`config.mk`:
```
export PLATFORM = sky130hd
export DESIGN_NAME = awg_burst_sequencer
export DESIGN_NICKNAME = d
export VERILOG_FILES = /design/src/rtl/awg_burst_sequencer.sv
export SDC_FILE = /design/constraint.sdc
export NUM_CORES = 1
export LEC_CHECK = 0
export ABC_AREA = 1
export BUFFER_PORTS_ARGS = -buffer_cell sky130_fd_sc_hd__buf_2
export CORE_ASPECT_RATIO = 0.7
export CORE_UTILIZATION = 52
export CTS_BUF_LIST = sky130_fd_sc_hd__clkbuf_16
export CTS_CLUSTER_DIAMETER = 100
export DETAILED_ROUTE_END_ITERATION = 6
export PLACE_DENSITY = 0.86
export SETUP_SLACK_MARGIN = 0.4
export SYNTH_ARGS = -nofsm -noshare
export SYNTH_HDL_FRONTEND = slang
export SYNTH_SLANG_ARGS = --single-unit
```
`constraint.sdc`:
```
create_clock -name clk -period 3.8 [get_ports clk]
set_clock_uncertainty 0.2 [all_clocks]
set_input_delay 0.76 -clock clk [delete_from_list [all_inputs] [get_ports clk]]
set_output_delay 0.76 -clock clk [all_outputs]
set_load 0.02 [all_outputs]
```
`src/rtl/awg_burst_sequencer.sv`:
```
// awg_burst_sequencer: runs N NCO periods per trigger then mutes the DAC; AWG_BURST_AUTOREPEAT_EN adds gap-timed auto-repeat
module awg_burst_sequencer #(
    parameter int PHASE_W = 32,
    parameter int CYC_W   = 16,
    parameter int GAP_W   = 24
) (
    input  logic               clk,
    input  logic               rst_n,
    input  logic               enable,
    input  logic               trigger,
    input  logic [CYC_W-1:0]   burst_cycles,
    input  logic [GAP_W-1:0]   gap_clks,
    input  logic [PHASE_W-1:0] phase_acc,
    output logic               nco_run,
    output logic               nco_clear,
    output logic               dac_mute,
    output logic               busy,
    output logic               done,
    output logic [CYC_W-1:0]   cycle_count
);
    typedef enum logic [1:0] {
        IDLE,
        CLEAR,
`ifdef AWG_BURST_AUTOREPEAT_EN
        RUN,
        GAP
`else
        RUN
`endif
    } state_t;
    state_t           state_q;
    logic [CYC_W-1:0] n_lat_q, n_new, count_d;
    logic             msb_q, wrap, last;
`ifdef AWG_BURST_AUTOREPEAT_EN
    logic [GAP_W-1:0] gap_q, g_lat_q;
`endif
    logic             unused_ok;
    assign unused_ok = ^{gap_clks, phase_acc[PHASE_W-2:0]};
    assign wrap      = msb_q & ~phase_acc[PHASE_W-1];
    assign n_new     = (burst_cycles == '0) ? CYC_W'(1) : burst_cycles;
    assign count_d   = cycle_count + 1'b1;
    assign last      = wrap && (count_d == n_lat_q);
    always_ff @(posedge clk) begin
        if (!rst_n) begin
            state_q     <= IDLE;
            nco_run     <= 1'b0;
            nco_clear   <= 1'b0;
            dac_mute    <= 1'b1;
            busy        <= 1'b0;
            done        <= 1'b0;
            cycle_count <= '0;
            n_lat_q     <= CYC_W'(1);
            msb_q       <= 1'b0;
`ifdef AWG_BURST_AUTOREPEAT_EN
            gap_q       <= '0;
            g_lat_q     <= '0;
`endif
        end else begin
            msb_q     <= phase_acc[PHASE_W-1];
            nco_clear <= 1'b0;
            done      <= 1'b0;
            if (!enable) begin
                state_q  <= IDLE;
                nco_run  <= 1'b1;
                dac_mute <= 1'b0;
                busy     <= 1'b0;
            end else begin
                case (state_q)
                    IDLE: begin
                        nco_run  <= 1'b0;
                        dac_mute <= 1'b1;
                        busy     <= 1'b0;
                        if (trigger) begin
                            state_q     <= CLEAR;
                            n_lat_q     <= n_new;
                            cycle_count <= '0;
`ifdef AWG_BURST_AUTOREPEAT_EN
                            g_lat_q     <= gap_clks;
`endif
                        end
                    end
                    CLEAR: begin
                        // msb_q forced low so the zeroed accumulator cannot look like a wrap
                        nco_clear   <= 1'b1;
                        nco_run     <= 1'b0;
                        dac_mute    <= 1'b1;
                        busy        <= 1'b1;
                        msb_q       <= 1'b0;
                        cycle_count <= '0;
                        state_q     <= RUN;
                    end
                    RUN: begin
                        busy     <= 1'b1;
                        nco_run  <= 1'b1;
                        dac_mute <= 1'b0;
                        if (wrap) cycle_count <= count_d;
                        if (last) begin
                            done     <= 1'b1;
                            nco_run  <= 1'b0;
                            dac_mute <= 1'b1;
`ifdef AWG_BURST_AUTOREPEAT_EN
                            if (g_lat_q == '0) begin
                                state_q <= CLEAR;
                                n_lat_q <= n_new;
                                g_lat_q <= gap_clks;
                            end else begin
                                state_q <= GAP;
                                gap_q   <= g_lat_q - 1'b1;
                            end
`else
                            busy     <= 1'b0;
                            state_q  <= IDLE;
`endif
                        end
                    end
`ifdef AWG_BURST_AUTOREPEAT_EN
                    GAP: begin
                        nco_run  <= 1'b0;
                        dac_mute <= 1'b1;
                        busy     <= 1'b1;
                        if (gap_q == '0) begin
                            state_q <= CLEAR;
                            n_lat_q <= n_new;
                            g_lat_q <= gap_clks;
                        end else begin
                            gap_q <= gap_q - 1'b1;
                        end
                    end
`endif
                    default: state_q <= IDLE;
                endcase
            end
        end
    end
endmodule

```
==> results.yml, run 1 <==
run_status:
  status: "completed"
placement:
  post-place-cells: 458
  portBuffers: 41
  gp_congestion: 0.911
  dp_hpwl_um: 4570
  place_area_sq_um: 2590
worst_setup_path:
  critPathKind: "reg -> reg"
  cp_max_fo: 17
  cp-startpoint: "state_q[0]"
  r2r_slack_ns: 1.14
  critPathArrivalTime_ns: 2.66
  endpoint: "cycle_count[4]"
  rr_startpoint: "state_q[0]"
  startpoint_type: "flip-flop"
  reg2reg_to: "cycle_count[4]"
  rr_worst_depth: 8
  crit_path_end_kind: "flip-flop"
  cp_data_required_time_ns: 3.80
yosys:
  yosys_register_bits: 40
  synth_top_cell_area_share: 0.342
  synth_cell_types: 25
  ys_seq_area_frac: 0.342
  syn-cell-area_sq_um: 2340
  yosys_warnings: 0
  synth.area.top_cells: "dfxtp_1, nand2_1, nand3_1"
  yosysTopAreaCell: "dfxtp_1"
  syn_avg_cell_area_sq_um: 6.36
  synthCells: 368
  syn-num-nets: 449
timing:
  max_freq_mhz: 375
  hold_viol: 0
  fin_setup_tns_ns: 0
  timing.hold.ws_ns: 0.287
  tightest_slew_ns: 0.982
  rsz0062_at_grt: "no"
  finalCritPeriodShare: 0.701
  drv_slew: 0
  finalSetupViolations: 0
  maxSlewHeadroom: 0.344
  period_needed_ns: 2.66
die:
  die_w_um: 82.2
  initial_utilization: 0.541
  pin_count: 97
  coreArea_sq_um: 4330
  die_area_sq_um: 4780
  die_h_um: 58.1
  rows: 20
cts:
  root_buffer: "clkbuf_16"
  clock_path_buffers: 2
  cts_setup_buffers: 0
  numCtsBuffers: 5
  cts-hold-fix-buffers: 0
  worstSkewPairLatency_ns: 0.29
  cts_resized: 0
  cts.sinks: 40
  htreeDepth: 2
  clk_pin_slew_worst_paths_ns: 0.06
  cts_tree: "yes"
cells_and_area:
  final_cell_area_sq_um: 2770
  layout_common_cells: "nand2_1, inv_1, nand3_1"
  register_area_sq_um: 801
  synthToLayoutAreaGrowth_pct: 18.2
  multi_input_area_sq_um: 1340
  nFillCells: 403
  final_nets: 491
  layout-drive-gt1-share: 0.158
  layout_commonest_cell: "nand2_1"
  fin_cells: 466
  diodes: 0
grt:
  antenna_found_initial: 0
  grt_pass1_vias: 2179
  grt_overflow: 0
  track_usage: 0.280
  grt_pass1_wl_um: 10000
  grt_max_degree: 32
detailed_routing:
  first_iter_violations: 259
  wire_per_inst_um: 13.1
  viasPerCell: 5.44
  ant_nets: 0
  wirelength_um: 6120
  drc_errors: 0
  via_count: 2533
  firstDrtPassIters: 6
hold_path:
  timing.hold.worst_path_depth: 2
  hp-class: "reg -> reg"
run:
  drv_cap: 0
power_and_ir_drop:
  cellPowerDensity_nw_per_um2: 371
  p_total_w: 0.00103
  p_leak_nw: 1.18
  ir_drop_mv: 0.235
[Yosys cell counts]
cell type / number
dfxtp_1: 40
o21ai_0: 5
nor3b_1: 1
nand3b_1: 3
inv_1: 46
nand3_1: 44
nand2_1: 111
nand3_2: 3
inv_2: 1
nor2_1: 34
a211oi_1: 12
nor2_4: 2
nor2_2: 5
nand4_1: 10
clkbuf_1: 6
nor4_1: 6
nor3_1: 1
a21oi_1: 23
xor2_1: 1
o21ai_1: 2
o21bai_1: 1
ha_1: 5
a2111oi_0: 1
nand2_2: 4
buf_2: 1
[report_power, final]
part | internal [W] | switching, W
Sequential | 0.000433 | 0.00000964
Clock | 0.000312 | 0.000178
Combinational | 0.0000336 | 0.0000592
[flip-flops by register name, summed over array words and instances (netlist names)]
register and count:
busy 1, cycle_count 16, dac_mute 1, done 1
msb_q 1, n_lat_q 16, nco_clear 1, nco_run 1
state_q 2
[area by class of cell]
class,count,share of cell area
clock buffers,5,0.0452
clock inverters,3,0.0167
inverters,47,0.0638
multi-input cells,274,0.483
flip-flops and latches,40,0.289
well taps,55,0.0249
repair buffers,42,0.0769
[kinds of logic (layout without fill, tap and decap cells)]
group	count (synthesis)	in the layout	share of synthesized area
compound gates	44	44	0.110
xor+xnor	1	1	0.00374
fa+ha+maj	5	5	0.0267
buf+inv	54	97	0.0871
flops	40	40	0.342
simple gates	224	224	0.431
[layer usage]
metal	global-route usage	vias up	part of all wire
met5	0	-	0
met4	0.0852	0	0.015
met3	0.0646	11	0.10
met2	0.404	109	0.40
met1	0.411	1120	0.48
li1	-	1293	-
[through the flow]
step / setup slack, ns / util
final: 1.14 / 0.639
after global routing: 0.938 / 0.639
after CTS: 1.14 / 0.639
after detailed placement: 0.929 / 0.599
after global placement: 0.982 / 0.599
after floorplan: 1.54 / -
[critical path: stages (launching register included)]
cell	delay (ns)
dfxtp_1	0.39
inv_1	0.08
ha_1	0.25
a2111oi_0	0.51
inv_2	0.27
nor2_2	0.44
buf_4	0.23
nand3_1	0.07
a21oi_1	0.14
[worst min-delay path by stage]
stage | start | end | slack [ns]
6_report | dac_mute | dac_mute | 0.29
5_1_grt | n_lat_q[7] | n_lat_q[7] | 0.31
4_1_cts | dac_mute | dac_mute | 0.29
3_5_place_dp | dac_mute | dac_mute | 0.26
3_3_place_gp | busy | busy | 0.24
2_1_floorplan | n_lat_q[2] | n_lat_q[2] | 0.25
Power figures use the tool's default switching activity.
==> inputs of run 2 (changes only) <==
- CORE_UTILIZATION: 52 -> 48
- PLACE_DENSITY: 0.86 -> 0.8
- clock period: 3.8 -> 2.74 ns (I/O delays scaled with it)
==> run 2 against run 1 <==
Net effect:
- maximum frequency increased by 20%
- critical path depth is 8 higher
- sequential share of layout area fell by 0.50 points
- non-clock buffer count rose by 8
- register-to-register slack got worse by 0.62 ns
- cell count increased by 1.7%
==> results.yml, run 2 (synthesis gave the netlist of run 1 again) <==
timing:
  timing.hold.ws_ns: 0.280
  rsz0062_at_grt: "yes"
  tightest_slew_ns: 0.542
  finalSetupViolations: 0
  maxSlewHeadroom: 0.638
  max_freq_mhz: 449
  fin_setup_tns_ns: 0
  drv_slew: 0
  finalCritPeriodShare: 0.814
  hold_viol: 0
  period_needed_ns: 2.23
worst_setup_path:
  cp_max_fo: 6
  cp_data_required_time_ns: 2.75
  critPathArrivalTime_ns: 2.24
  cpMostUsedCell: "nand2_1"
  critPathKind: "reg -> reg"
  rr_worst_depth: 16
  cp_slowest_cell: "dfxtp_4"
  path_cells: "ha_4 -> nand3_2 -> nor2_4 -> buf_4 -> nand3_1 -> nand2_1 -> nand3_1 -> nand2_1 -> inv_1 -> nand3_1 -> nor2_1 -> nand2_1 -> nand2_2 -> nand2_1 -> nand2_1 -> a21oi_1"
  startpoint_type: "flip-flop"
  cpPeakStageDelay_ns: 0.38
  crit_path_end_kind: "flip-flop"
detailed_routing:
  viasPerCell: 5.51
  ant_nets: 0
  first_iter_violations: 264
  firstDrtPassIters: 5
  drc_errors: 0
  via_count: 2610
  wirelength_um: 6490
  wire_per_inst_um: 13.7
power_and_ir_drop:
  p_leak_nw: 1.22
  cellPowerDensity_nw_per_um2: 458
  ir_drop_mv: 0.292
cells_and_area:
  layout_commonest_cell: "nand2_1"
  diodes: 0
  layout-drive-gt1-share: 0.200
  post-route-util: 0.635
  synthToLayoutAreaGrowth_pct: 22.1
  layout_common_cells: "nand2_1, inv_1, nand3_1"
  multi_input_area_sq_um: 1390
  final_nets: 499
  nFillCells: 434
  register_area_sq_um: 813
  reg_top3: "cycle_count x16, n_lat_q x16, state_q x2"
cts:
  cts_tree: "yes"
  clock_path_buffers: 2
  root_buffer: "clkbuf_16"
  cts-hold-fix-buffers: 0
  cts.sinks: 40
  numCtsBuffers: 5
  worstSkewPairLatency_ns: 0.29
  clk_pin_slew_worst_paths_ns: 0.06
  htreeDepth: 2
grt:
  grt_overflow: 0
  grt_pass1_vias: 2282
  grt_pass1_wl_um: 10600
  grt_max_degree: 19
  track_usage: 0.268
  antenna_found_initial: 0
hold_path:
  timing.hold.worst_path_depth: 2
  hp-class: "reg -> reg"
die:
  rows: 20
  pin_count: 97
  coreArea_sq_um: 4500
  initial_utilization: 0.520
  die_area_sq_um: 5160
  die_h_um: 60.4
  die_w_um: 85.5
run_status:
  status: "completed"
run:
  drv_cap: 0
placement:
  dp_hpwl_um: 4910
  gp_congestion: 0.940
  portBuffers: 41
run 2: cell types whose count changed in the layout (fill, tap and decap cells not counted), sizes merged:
cell and change:
buf +8, clkinv +3, clkinvlp -1, bufinv -1, inv -1
run 2: layout make-up:
| cell class | instances | share of cell area |
|---|---|---|
| Inverter | 47 | 0.0617 |
| Timing Repair Buffer | 50 | 0.0967 |
| Tap cell | 55 | 0.0241 |
| Sequential cell | 40 | 0.284 |
| Multi-Input combinational cell | 274 | 0.484 |
| Clock buffer | 5 | 0.0438 |
| Clock inverter | 3 | 0.00481 |
run 2: layer usage:
metal,part of all wire,routed length (um),GRT usage,up-vias
li1,-,-,-,1315
met1,0.48,3130,0.375,1176
met2,0.42,2700,0.403,110
met3,0.091,590,0.0721,9
met4,0.010,67,0.0952,0
met5,0,0,0,-
run 2: final timing paths:
path                  start    endpoint  slack, ns
max          cycle_count[1]  state_q[0]       0.51
min                dac_mute    dac_mute       0.28
max reg2reg  cycle_count[1]  state_q[0]       0.51
min reg2reg        dac_mute    dac_mute       0.28
run 2: repair_timing:
item | CTS | global route
pin swaps | 0 | 6
gates resized for setup | 2 | 19
endpoints found under the setup margin | 4 | 7
buffers inserted | 0 | 4
run 2: metrics by stage:
| stage | cell area [sq um] | power [W] | setup WS (ns) | cells |
|---|---|---|---|---|
| detailed placement | 2630 | 0.000757 | 0.358 | 462 |
| CTS | 2770 | 0.00132 | 0.450 | 470 |
| finish | 2860 | 0.00131 | 0.511 | 474 |
| global route | 2860 | 0.00136 | 0.394 | 474 |
| global placement | 2630 | 0.000752 | 0.434 | 462 |
| floorplan | 2340 | 0.000707 | 0.484 | 368 |
run 2: worst max-delay path, delay by kind of cell (launching register included):
kind / cells / cell delay [ns]
buf+inv: 2 / 0.19
fa+ha+maj: 1 / 0.16
flops: 1 / 0.38
compound gates: 1 / 0.14
simple gates: 12 / 1.08
run 2: where the power goes:
part	total, W	internal, W	switching [W]
registers	0.000613	0.000599	0.0000136
logic	0.000135	0.0000503	0.0000843
clock network	0.000561	0.000331	0.000231
==> inputs of run 3 (changes only) <==
- CORE_UTILIZATION: 48 -> 44
- PLACE_DENSITY: 0.8 -> 0.77
- clock period: 2.74 -> 1.95 ns (I/O delays scaled with it)
==> run 3 against run 2 <==
Net effect:
- the flow now finishes with violations (negative setup slack)
- combinational power grew 73%
- sequential power up 40%
- via count rose by 6.0%
- clock power rose by 64%
- largest power group is now clock
==> results.yml, run 3 (synthesis gave the netlist of run 1 again) <==
run_status:
  status: "complete, but fails checks"
  violations: "negative setup slack"
power_and_ir_drop:
  seqPwrFrac: 0.427
  p_comb_frac: 0.116
  p_leak_nw: 1.51
  clockPowerShare: 0.457
  p_sw_w: 0.000479
  ir_drop_mv: 0.366
  power.internal_w: 0.00153
  cellPowerDensity_nw_per_um2: 580
  switching_share: 0.238
timing:
  period_needed_ns: 2.19
  finalCritPeriodShare: 1.12
  maxSlewHeadroom: 0.631
  max_freq_mhz: 456
  finalSetupViolations: 6
  drv_slew: 0
  tightest_slew_ns: 0.549
  rsz0062_at_grt: "yes"
  hold_viol: 0
  fin_setup_tns_ns: -1.14
  timing.final.ws_setup_ns: -0.241
grt:
  grt_max_degree: 31
  grt_pass1_vias: 2376
  grt_pass1_wl_um: 11300
  antenna_found_initial: 0
  track_usage: 0.268
  grt_overflow: 0
cts:
  clk_pin_slew_worst_paths_ns: 0.06
  htreeDepth: 2
  clock_path_buffers: 2
  numCtsBuffers: 5
  cts-hold-fix-buffers: 0
  root_buffer: "clkbuf_16"
  worstSkewPairLatency_ns: 0.28
  cts_tree: "yes"
  cts.sinks: 40
worst_setup_path:
  reg2reg_to: "state_q[1]"
  cp_data_required_time_ns: 1.92
  startpoint_type: "flip-flop"
  cpPeakStageDelay_ns: 0.36
  rr_startpoint: "cycle_count[1]"
  path_cells: "ha_4 -> inv_1 -> nor2_1 -> nor2_1 -> nand3_1 -> nor2_2 -> nand2_1 -> nor2_1 -> nand3_1 -> nor2_1 -> nand2_1 -> nand2_4 -> nand2_2 -> nand2_1 -> a21oi_1"
  r2r_slack_ns: -0.24
  rr_worst_depth: 15
  critPathKind: "reg -> reg"
  cpMostUsedCell: "nor2_1"
  cp_slowest_cell: "dfxtp_4"
  crit_path_end_kind: "flip-flop"
  critPathArrivalTime_ns: 2.16
  cp-startpoint: "cycle_count[1]"
  cp_max_fo: 6
detailed_routing:
  first_iter_violations: 163
  firstDrtPassIters: 5
  via_count: 2767
  wirelength_um: 7340
  viasPerCell: 5.18
  ant_nets: 0
  wire_per_inst_um: 13.8
  drc_errors: 0
cells_and_area:
  layout-drive-gt1-share: 0.370
  final_nets: 545
  layout_commonest_cell: "nand2_1"
  nFillCells: 433
  layout_common_cells: "nand2_1, buf_4, inv_1"
  synthToLayoutAreaGrowth_pct: 48.3
  diodes: 0
  reg_top3: "cycle_count x16, n_lat_q x16, state_q x2"
  fin_cells: 534
  final_cell_area_sq_um: 3470
placement:
  place_area_sq_um: 3010
  dp_hpwl_um: 5280
  place_ws_ns: -0.174
  post-place-cells: 514
  portBuffers: 41
  gp_congestion: 0.915
die:
  rows: 21
  die_w_um: 89.2
  initial_utilization: 0.474
  pin_count: 97
  die_area_sq_um: 5620
  coreArea_sq_um: 4940
  die_h_um: 63.0
hold_path:
  holdPathEnd: "n_lat_q[0]"
  timing.hold.worst_path_depth: 2
  hp-class: "in -> reg"
  min_from: "rst_n"
run:
  drv_cap: 0
[run 3: layout make-up]
class | count | area (sq um) | area share
Tap cell | 69 | 86.3 | 0.0249
Clock inverter | 3 | 38.8 | 0.0112
Inverter | 47 | 179 | 0.0516
Timing Repair Buffer | 96 | 667 | 0.192
Sequential cell | 40 | 828 | 0.239
Clock buffer | 5 | 125 | 0.0360
Multi-Input combinational cell | 274 | 1550 | 0.446
[run 3: routing by layer]
layer  track usage  wire length, um  up-vias
met3        0.0515              569       13
met5             0                0        -
met2         0.370             3100      107
met1         0.410             3560     1247
li1              -                -     1400
met4        0.0833              119        0
[run 3: repair_timing]
item | 4_1_cts | 5_1_grt
setup buffers | 6 | 6
pin swaps | 15 | 7
gates resized for setup | 15 | 48
endpoints found under the setup margin | 39 | 45
gates cloned | 0 | 0
[run 3: through the flow]
step / hold slack (ns) / power, W / utilization
floorplan: 0.253 / 0.000996 / -
global placement: 0.241 / 0.00107 / 0.608
detailed placement: 0.254 / 0.00108 / 0.608
CTS: 0.158 / 0.00200 / 0.662
global route: 0.162 / 0.00209 / 0.703
finish: 0.165 / 0.00201 / 0.703
[run 3: power by group through the flow]
| stage | Sequential (W) | Combinational, W | Clock, W |
|---|---|---|---|
| 6_report | 0.000860 | 0.000233 | 0.000919 |
| 5_1_grt | 0.000862 | 0.000260 | 0.000970 |
| 4_1_cts | 0.000859 | 0.000213 | 0.000931 |
| 3_5_place_dp | 0.000877 | 0.000203 | 0 |
| 3_3_place_gp | 0.000876 | 0.000198 | 0 |
| 2_1_floorplan | 0.000875 | 0.000120 | 0 |
[run 3: critical path, delay by kind of cell, from the launching register on]
family,cells,cell delay (ns)
and+or+nand+nor,12,1.13
DFF,1,0.36
adders and majority gates,1,0.23
buffers and inverters,1,0.09
AOI/OAI and AO/OA,1,0.05
[run 3: worst max path at each step]
stage          depth (start not counted)          to
2_1_floorplan                         16  state_q[1]
3_3_place_gp                          16  state_q[0]
3_5_place_dp                          16  state_q[0]
4_1_cts                               13  state_q[0]
5_1_grt                               16        busy
6_report                              15  state_q[1]
